**config.mk**
```make
export PLATFORM = sky130hd
export DESIGN_NAME = carfield_regbus_addr_router
export DESIGN_NICKNAME = d
export VERILOG_FILES = /design/src/rtl/carfield_regbus_addr_router.sv
export SDC_FILE = /design/constraint.sdc
export NUM_CORES = 1
export LEC_CHECK = 0
export CAP_MARGIN = 20
export CELL_PAD_IN_SITES_DETAIL_PLACEMENT = 1
export CELL_PAD_IN_SITES_GLOBAL_PLACEMENT = 2
export CORE_AREA = 3 3 117 231
export CTS_CLUSTER_SIZE = 10
export DETAILED_ROUTE_END_ITERATION = 10
export DIE_AREA = 0 0 120 234
export GPL_TIMING_DRIVEN = 0
export MAX_ROUTING_LAYER = met4
export PLACE_DENSITY_LB_ADDON = 0.1
export SLEW_MARGIN = 20
export SYNTH_ARGS = -nofsm -noshare
export SYNTH_HDL_FRONTEND = slang
export SYNTH_SLANG_ARGS = --single-unit
```
**constraint.sdc**
```tcl
create_clock -name clk_i -period 10.2 [get_ports clk_i]
set_clock_uncertainty 0.1 [all_clocks]
set_input_delay 2.04 -clock clk_i [delete_from_list [all_inputs] [get_ports clk_i]]
set_output_delay 2.04 -clock clk_i [all_outputs]
set_load 0.02 [all_outputs]
```
**src/rtl/carfield_regbus_addr_router.sv**
```systemverilog
// rtl/carfield_regbus_addr_router.sv - single-outstanding RegBus router to the Carfield config targets
// Optional CARFIELD_REGBUS_TIMEOUT_EN: abort a hung target after TimeoutCycles forward cycles.
module carfield_regbus_addr_router #(
  parameter int unsigned NumPorts      = 4,
  parameter int unsigned AddrWidth     = 48,
  parameter int unsigned DataWidth     = 32,
  parameter logic [NumPorts-1:0][AddrWidth-1:0] PortBase = {
    AddrWidth'('h200B0000), AddrWidth'('h200A0000),
    AddrWidth'('h20020000), AddrWidth'('h20010000)},
  parameter logic [NumPorts-1:0][AddrWidth-1:0] PortSize = {NumPorts{AddrWidth'('h1000)}},
  parameter logic [NumPorts-1:0] PortEnable    = '1,
  parameter logic [DataWidth-1:0] ErrData      = DataWidth'(32'hBADCAB1E),
  parameter int unsigned TimeoutCycles = 256
) (
  input  logic                            clk_i,
  input  logic                            rst_i,
  input  logic                            req_valid_i,
  input  logic [AddrWidth-1:0]            req_addr_i,
  input  logic                            req_write_i,
  input  logic [DataWidth-1:0]            req_wdata_i,
  input  logic [DataWidth/8-1:0]          req_wstrb_i,
  output logic                            req_ready_o,
  output logic [DataWidth-1:0]            rsp_rdata_o,
  output logic                            rsp_error_o,
  output logic [NumPorts-1:0]             mst_valid_o,
  output logic [AddrWidth-1:0]            mst_addr_o,
  output logic                            mst_write_o,
  output logic [DataWidth-1:0]            mst_wdata_o,
  output logic [DataWidth/8-1:0]          mst_wstrb_o,
  input  logic [NumPorts-1:0]             mst_ready_i,
  input  logic [NumPorts*DataWidth-1:0]   mst_rdata_i,
  input  logic [NumPorts-1:0]             mst_error_i
);

  localparam int unsigned IdxW  = (NumPorts > 1) ? $clog2(NumPorts) : 1;
  localparam int unsigned StrbW = DataWidth / 8;

  typedef enum logic [1:0] {IDLE, FWD, RESP, ERR} state_e;

  state_e                state_q, state_d;
  logic [AddrWidth-1:0]  addr_q, addr_d;
  logic                  write_q, write_d;
  logic [DataWidth-1:0]  wdata_q, wdata_d;
  logic [StrbW-1:0]      wstrb_q, wstrb_d;
  logic [IdxW-1:0]       idx_q, idx_d;
  logic                  ready_q, ready_d;
  logic [DataWidth-1:0]  rdata_q, rdata_d;
  logic                  error_q, error_d;

  logic                  hit;
  logic [IdxW-1:0]       hit_idx;
  logic                  sel_ready;
  logic [DataWidth-1:0]  sel_rdata;
  logic                  sel_error;
  logic                  timeout;

`ifdef CARFIELD_REGBUS_TIMEOUT_EN
  logic [15:0] cnt_q, cnt_d;
  assign timeout = (cnt_q == 16'(TimeoutCycles - 1));
`else
  assign timeout = 1'b0;
`endif

  // Descending scan so the lowest matching index is the one left standing.
  always_comb begin
    hit     = 1'b0;
    hit_idx = '0;
    for (int i = NumPorts - 1; i >= 0; i--) begin
      if (PortEnable[i] &&
          ({1'b0, req_addr_i} >= {1'b0, PortBase[i]}) &&
          ({1'b0, req_addr_i} <  ({1'b0, PortBase[i]} + {1'b0, PortSize[i]}))) begin
        hit     = 1'b1;
        hit_idx = IdxW'(i);
      end
    end
  end

  assign sel_ready = mst_ready_i[idx_q];
  assign sel_rdata = mst_rdata_i[idx_q*DataWidth +: DataWidth];
  assign sel_error = mst_error_i[idx_q];

  always_comb begin
    state_d = state_q;
    addr_d  = addr_q;
    write_d = write_q;
    wdata_d = wdata_q;
    wstrb_d = wstrb_q;
    idx_d   = idx_q;
    ready_d = 1'b0;
    rdata_d = '0;
    error_d = 1'b0;
`ifdef CARFIELD_REGBUS_TIMEOUT_EN
    cnt_d   = cnt_q;
`endif
    case (state_q)
      IDLE: begin
        if (req_valid_i) begin
          addr_d  = req_addr_i;
          write_d = req_write_i;
          wdata_d = req_wdata_i;
          wstrb_d = req_wstrb_i;
          idx_d   = hit_idx;
`ifdef CARFIELD_REGBUS_TIMEOUT_EN
          cnt_d   = '0;
`endif
          if (hit) begin
            state_d = FWD;
          end else begin
            state_d = ERR;
            ready_d = 1'b1;
            rdata_d = ErrData;
            error_d = 1'b1;
          end
        end
      end
      FWD: begin
`ifdef CARFIELD_REGBUS_TIMEOUT_EN
        cnt_d = cnt_q + 16'd1;
`endif
        // A response arriving on the timeout cycle still counts as a normal response.
        if (sel_ready) begin
          state_d = RESP;
          ready_d = 1'b1;
          rdata_d = sel_rdata;
          error_d = sel_error;
        end else if (timeout) begin
          state_d = ERR;
          ready_d = 1'b1;
          rdata_d = ErrData;
          error_d = 1'b1;
        end
      end
      default: state_d = IDLE;
    endcase
  end

  always_ff @(posedge clk_i or posedge rst_i) begin
    if (rst_i) begin
      state_q <= IDLE;
      addr_q  <= '0;
      write_q <= 1'b0;
      wdata_q <= '0;
      wstrb_q <= '0;
      idx_q   <= '0;
      ready_q <= 1'b0;
      rdata_q <= '0;
      error_q <= 1'b0;
`ifdef CARFIELD_REGBUS_TIMEOUT_EN
      cnt_q   <= '0;
`endif
    end else begin
      state_q <= state_d;
      addr_q  <= addr_d;
      write_q <= write_d;
      wdata_q <= wdata_d;
      wstrb_q <= wstrb_d;
      idx_q   <= idx_d;
      ready_q <= ready_d;
      rdata_q <= rdata_d;
      error_q <= error_d;
`ifdef CARFIELD_REGBUS_TIMEOUT_EN
      cnt_q   <= cnt_d;
`endif
    end
  end

  always_comb begin
    mst_valid_o = '0;
    if (state_q == FWD) mst_valid_o[idx_q] = 1'b1;
  end

  assign mst_addr_o  = addr_q;
  assign mst_write_o = write_q;
  assign mst_wdata_o = wdata_q;
  assign mst_wstrb_o = wstrb_q;
  assign req_ready_o = ready_q;
  assign rsp_rdata_o = rdata_q;
  assign rsp_error_o = error_q;

endmodule

```
==> impl_metrics.py, run 1 <==
metrics = {
    "grt": {
        "antenna_found_initial": 2,
        "use_met1_pct": 18.3,
        "grt_util_met2_pct": 35.0,
        "grt_max_degree": 83,
        "gr-total-overflow": 0,
        "grt_pass1_vias": 6304,
        "grt_usage_pct": 18.6,
        "grtUsageMet3_pct": 5.26,
        "grt-busiest-layer": "met2",
        "grt_pass1_wl_mm": 37.5,
    },
    "clocking": {
        "clock-sinks": 123,
        "clock_latency_ns": 0.43,
        "cts_resized": 0,
        "numCtsBuffers": 17,
        "clk_path_buf_depth": 2,
        "cts_tree": "yes",
        "cts_root_buf": "clkbuf_16",
        "post-cts-setup-buffers": 0,
        "clkTransAtPathRegs_ns": 0.06,
        "ctsHtreeMaxLevel": 4,
        "hold_buffers": 0,
    },
    "layout": {
        "filler_cell_count": 2861,
        "final_common_cell": "clkdlybuf4s50_1",
        "final_cell_mix": "346 x clkdlybuf4s50_1, 258 x nand2_1, 123 x dfrtp_1",
        "nNetsFinal": 1131,
        "layout-drive-gt1-share_pct": 10.8,
        "syn2layout_area_growth_pct": 81.7,
    },
    "synth": {
        "synth-xor-area-share_pct": 0.157,
        "synthSimpleGateAreaFrac_pct": 24.0,
        "syn_area_um2": 5570,
        "ys.warnings.count": 0,
        "synthDistinctLibCells": 29,
        "post-synth-top-area-cell": "dfrtp_1",
        "synthCells": 541,
        "syn-num-nets": 765,
        "async_flop_share_pct": 100,
        "synth_ff_type": "dfrtp_1",
        "synthTopCellsByArea": "dfrtp_1 55%, nand2_1 17%, mux4_2 14%, nand3_1 1.8%, o21ai_2 1.7%",
        "synth_fa_ha_area_share_pct": 0,
        "ys_ff_latch": 123,
        "synth_top_family_by_area": "simple AND/OR/NAND/NOR gates",
        "synth-edff-count": 0,
        "synth_compound_area_share_pct": 3.30,
        "synth.area.mux_share_pct": 13.8,
        "syn_area_per_cell_um2": 10.3,
        "synth_top_cell_area_share_pct": 55.3,
        "yosysSeqAreaShare_pct": 55.3,
    },
    "detailed_routing": {
        "vias": 5470,
        "drt-initial-drc-count": 161,
        "drt-total-wl_mm": 25.1,
        "drc": 0,
        "vias_per_cell": 4.35,
        "ant_nets": 0,
        "dr.pass1.iters": 4,
        "wl_per_cell_um": 19.9,
    },
    "sta": {
        "finalSetupTns_ns": 0,
        "setup_viol": 0,
        "hold_viol_final": 0,
        "fmax_ghz": 0.211,
        "final_max_slew_viol_count": 0,
        "tightestPinTransition_ns": 0.715,
        "slew_headroom_pct": 52.4,
        "fin_ws_ns": 5.47,
        "finalCriticalPeriod_ns": 4.73,
        "fin_hold_ws_ns": 0.375,
        "fin_crit_sh_pct": 46.4,
        "rsz0062_at_grt": "no",
    },
    "critical_path": {
        "critPathLaunchType": "flop",
        "worst_setup_path_end_kind": "primary output",
        "cp_num_buf_inv": 3,
        "cp_data_arrival_time_ns": 2.59,
        "crit_chain": "nor2b_1 -> clkbuf_1 -> clkbuf_1 -> nand2_1 -> nor2_1 -> clkdlybuf4s50_1",
        "critPathTopFamily": "buffers and inverters",
        "required_ns": 8.06,
        "critical_path_class": "reg -> out",
        "cpMostUsedCell": "clkbuf_1",
        "cpMaxStageDelayCell": "clkdlybuf4s50_1",
        "cpPeakStageDelay_ns": 0.65,
        "crit_fanout": 10,
    },
    "power_and_ir_drop": {
        "p_switching_w": 0.000999,
        "finalPower_w": 0.00265,
        "swShare_pct": 37.6,
        "seq_power_share_pct": 30.1,
        "p_leak_nw": 4.43,
        "power_density_nw_per_um2": 262,
        "pwr-share-clk_pct": 23.9,
        "p_int_w": 0.00166,
        "p_comb_share_pct": 46.0,
        "irDropWorstVdd_mv": 0.175,
    },
    "hold_path": {
        "hp-class": "reg -> reg",
    },
    "placement": {
        "gp_congestion": 0.828,
        "dpl_worst_slack_ns": 5.72,
        "dp_hpwl_mm": 20.5,
        "port_buffers": 346,
    },
    "die": {
        "io_pins": 347,
        "num_rows": 82,
        "die_y_um": 234,
        "start_util_pct": 22.0,
        "fp.dieArea_um2": 28100,
        "fp.dieW_um": 120,
        "fp.coreArea_um2": 25300,
    },
    "run": {
        "max_cap_violations": 0,
    },
    "outcome": {
        "outcome": "finished clean",
    },
}
[sequential cells by signal, summed over array words and instances, names as in the netlist]
signal       cells
req_ready_o      1
idx_q            2
rsp_error_o      1
rsp_rdata_o     32
mst_write_o      1
mst_wstrb_o      4
state_q          2
mst_addr_o      48
mst_wdata_o     32
[cells in the mapped netlist, drive strengths merged (2+ instances only)]
library cell  count
a22o              2
and3             15
buf              17
clkbuf           22
dfrtp           123
mux4             34
nand2           258
nand3            20
nand3b            2
nand4             2
nor2              4
nor3              2
nor4              6
nor4b             2
o21ai            25
[worst paths after layout]
check / from / endpoint / slack, ns / cells after the start
worst min register to register: mst_addr_o[44] / mst_addr_o[44] / 0.37 / 2
worst max register to register: state_q[0] / state_q[0] / 8.17 / 5
max in group asynchronous: rst_i / mst_addr_o[40] / 7.38 / 3
worst min-delay path: mst_addr_o[44] / mst_addr_o[44] / 0.37 / 2
min in group asynchronous: rst_i / mst_wdata_o[28] / 1.90 / 2
worst max-delay path: state_q[1] / mst_valid_o[2] / 5.47 / 6
[per-layer routing]
layer,routed length [µm],vias to the layer above
li1,-,2537
met1,8720,2697
met2,14400,213
met3,1530,23
met4,385,0
met5,0,-
[kinds of logic after synthesis]
| group | after synthesis |
|---|---|
| and+or+nand+nor | 316 |
| DFF | 123 |
| buffers and inverters | 40 |
| muxes | 34 |
| AOI/OAI and AO/OA | 27 |
| xor gates and xnor gates | 1 |
[through the flow]
step,instance area (µm²),instances,utilization (%)
global placement,9450,1223,37.3
CTS,10100,1256,39.9
floorplan,5570,541,-
finish,10100,1258,39.9
global route,10100,1258,39.9
detailed placement,9490,1224,37.4
[power by group through the flow]
| stage | logic, W | registers (W) | clock network (W) |
|---|---|---|---|
| floorplan | 0.000313 | 0.00105 | 0 |
| global placement | 0.00122 | 0.000799 | 0 |
| detailed placement | 0.00125 | 0.000808 | 0 |
| CTS | 0.00125 | 0.000802 | 0.000657 |
| global route | 0.00132 | 0.000827 | 0.000680 |
| finish | 0.00122 | 0.000799 | 0.000634 |
[final cells by class]
class                           count  area, µm²  share of cell area (%)
Sequential cell                   123       3080                    30.4
Antenna cell                        2       5.00                  0.0495
Multi-Input combinational cell    378       2290                    22.7
Timing Repair Buffer              347       3490                    34.5
Clock inverter                     11        141                    1.40
Inverter                            1       11.3                   0.111
Buffer                             39        190                    1.88
Tap cell                          336        420                    4.16
Clock buffer                       21        480                    4.75
[worst reg2reg max path: stages (launching register included)]
cell and delay (ns):
dfrtp_1 0.36, nor2_1 0.06, nand2_1 0.09, clkbuf_1 0.56, clkbuf_1 0.51, o21ai_0 0.19
Note: power is estimated with default switching activity, not from simulation.
==> inputs of run 2 (changes only) <==
Settings changed: CORE_AREA 3 3 117 231 to 3 3 129 255, DIE_AREA 0 0 120 234 to 0 0 132 258.
Clock period 10.2 ns to 4 ns, I/O delays scaled along.
==> run 2 against run 1 <==
Setup slack lost 4.9 ns. Register-to-register slack lost 6.2 ns. Global-route usage fell by 2.9 points. Cell area rose by 1.6%. Non-clock buffer count is 3 higher.
==> impl_metrics.py, run 2 (synthesis gave the netlist of run 1 again) <==
metrics = {
    "clocking": {
        "cts_resized": 0,
        "post-cts-setup-buffers": 0,
        "clkTransAtPathRegs_ns": 0.06,
        "numCtsBuffers": 17,
        "clk_path_buf_depth": 2,
        "hold_buffers": 0,
        "ctsHtreeMaxLevel": 4,
        "clock-sinks": 123,
        "clock_latency_ns": 0.42,
        "cts_root_buf": "clkbuf_16",
        "cts_tree": "yes",
    },
    "detailed_routing": {
        "wl_per_cell_um": 19.5,
        "dr.pass1.iters": 4,
        "vias_per_cell": 4.03,
        "route.met3.wl_mm": 1.31,
        "vias": 5414,
        "ant_nets": 0,
        "top_layer": "met4",
        "drt-initial-drc-count": 153,
        "drc": 0,
        "met2WireLength_mm": 15.4,
        "drt-total-wl_mm": 26.2,
        "wl_met1_mm": 8.95,
    },
    "outcome": {
        "outcome": "finished clean",
    },
    "grt": {
        "antenna_found_initial": 1,
        "grt_usage_pct": 15.7,
        "grt_max_degree": 29,
        "grt_pass1_vias": 5822,
        "grt_pass1_wl_mm": 38.4,
        "gr-total-overflow": 0,
    },
    "placement": {
        "port_buffers": 346,
        "gp_congestion": 0.760,
        "dp_hpwl_mm": 21.4,
    },
    "layout": {
        "filler_cell_count": 3529,
        "nNetsFinal": 1134,
        "post-route-util_pct": 33.1,
        "final_common_cell": "clkdlybuf4s50_1",
        "largest_reg_flops": 48,
        "final_cell_mix": "346 x clkdlybuf4s50_1, 258 x nand2_1, 123 x dfrtp_1",
        "syn2layout_area_growth_pct": 84.6,
        "multi_input_area_um2": 2290,
        "final-seq-area_um2": 3080,
        "layout-drive-gt1-share_pct": 11.1,
    },
    "sta": {
        "final_max_slew_viol_count": 0,
        "fin_crit_sh_pct": 86.3,
        "rsz0062_at_grt": "no",
        "setup_viol": 0,
        "finalCriticalPeriod_ns": 3.45,
        "hold_viol_final": 0,
        "tightestPinTransition_ns": 0.696,
        "finalSetupTns_ns": 0,
        "fmax_ghz": 0.290,
        "slew_headroom_pct": 53.6,
    },
    "critical_path": {
        "worst_setup_path_end_kind": "primary output",
        "r2r_setup_slack_ns": 2.02,
        "rr_endpoint": "state_q[0]",
        "critical_path_class": "reg -> out",
        "cp_data_arrival_time_ns": 2.55,
        "r2r_start": "state_q[0]",
        "reg2reg_depth": 5,
        "crit_fanout": 10,
        "critPathLaunchType": "flop",
        "required_ns": 3.10,
    },
    "power_and_ir_drop": {
        "power_density_nw_per_um2": 663,
        "p_leak_nw": 4.44,
        "irDropWorstVdd_mv": 0.274,
    },
    "die": {
        "fp.coreArea_um2": 31100,
        "start_util_pct": 17.9,
        "fp.dieArea_um2": 34100,
        "io_pins": 347,
        "num_rows": 91,
        "die_y_um": 258,
        "fp.dieW_um": 132,
    },
    "run": {
        "max_cap_violations": 0,
    },
    "hold_path": {
        "hold_depth": 2,
        "hold_end": "mst_addr_o[6]",
        "hp-class": "reg -> reg",
        "min-delay-start": "mst_addr_o[6]",
    },
}
run 2: cell count changes in the layout (fill, tap and decap cells not counted):
cell	delta
buf_12	+4
clkinvlp_4	+4
clkbuf_8	-3
clkinv_2	-3
clkinv_4	+2
buf_16	-1
bufinv_16	+1
inv_8	-1
run 2: through the flow:
stage          setup slack (ns)  total power (W)  cell area (µm²)  hold WS (ns)  instances
2_1_floorplan              1.59          0.00348             5570         0.473        541
3_3_place_gp             0.0575          0.00522             9560         0.357       1305
3_5_place_dp              0.761          0.00526             9640         0.361       1309
4_1_cts                   0.433          0.00699            10300         0.376       1341
5_1_grt                   0.291          0.00726            10300         0.392       1342
6_report                  0.546          0.00682            10300         0.369       1343
run 2: worst max-delay path, cell delays in order (launching register included):
cell	delay [ns]
dfrtp_1	0.39
nor2b_1	0.11
clkbuf_1	0.33
clkbuf_1	0.45
nand2_1	0.11
nor2_1	0.10
clkdlybuf4s50_1	0.65
run 2: worst max-delay path by stage:
stage / start / endpoint
5_1_grt: state_q[0] / mst_valid_o[2]
6_report: state_q[1] / mst_valid_o[2]
3_3_place_gp: rst_i / mst_wdata_o[10]
4_1_cts: state_q[1] / mst_valid_o[2]
2_1_floorplan: rst_i / idx_q[0]
3_5_place_dp: req_addr_i[24] / rsp_error_o
run 2: power by group:
group | switching [W] | internal [W]
Combinational | 0.00171 | 0.00141
Sequential | 0.000249 | 0.00178
Clock | 0.000615 | 0.00106
run 2: per-layer routing:
layer | vias to the layer above | global-route usage, %
li1 | 2544 | -
met1 | 2649 | 14.8
met3 | 21 | 3.88
met2 | 200 | 30.3
met4 | 0 | 5.52
met5 | - | -
run 2: layout make-up:
class | count | area share [%]
clock buffers | 18 | 4.27
diodes | 2 | 0.0487
plain buffers | 39 | 1.85
flip-flops and latches | 123 | 29.9
well taps | 418 | 5.09
multi-input cells | 378 | 22.3
repair buffers | 350 | 34.5
clock inverters | 14 | 1.91
inverters | 1 | 0.0730
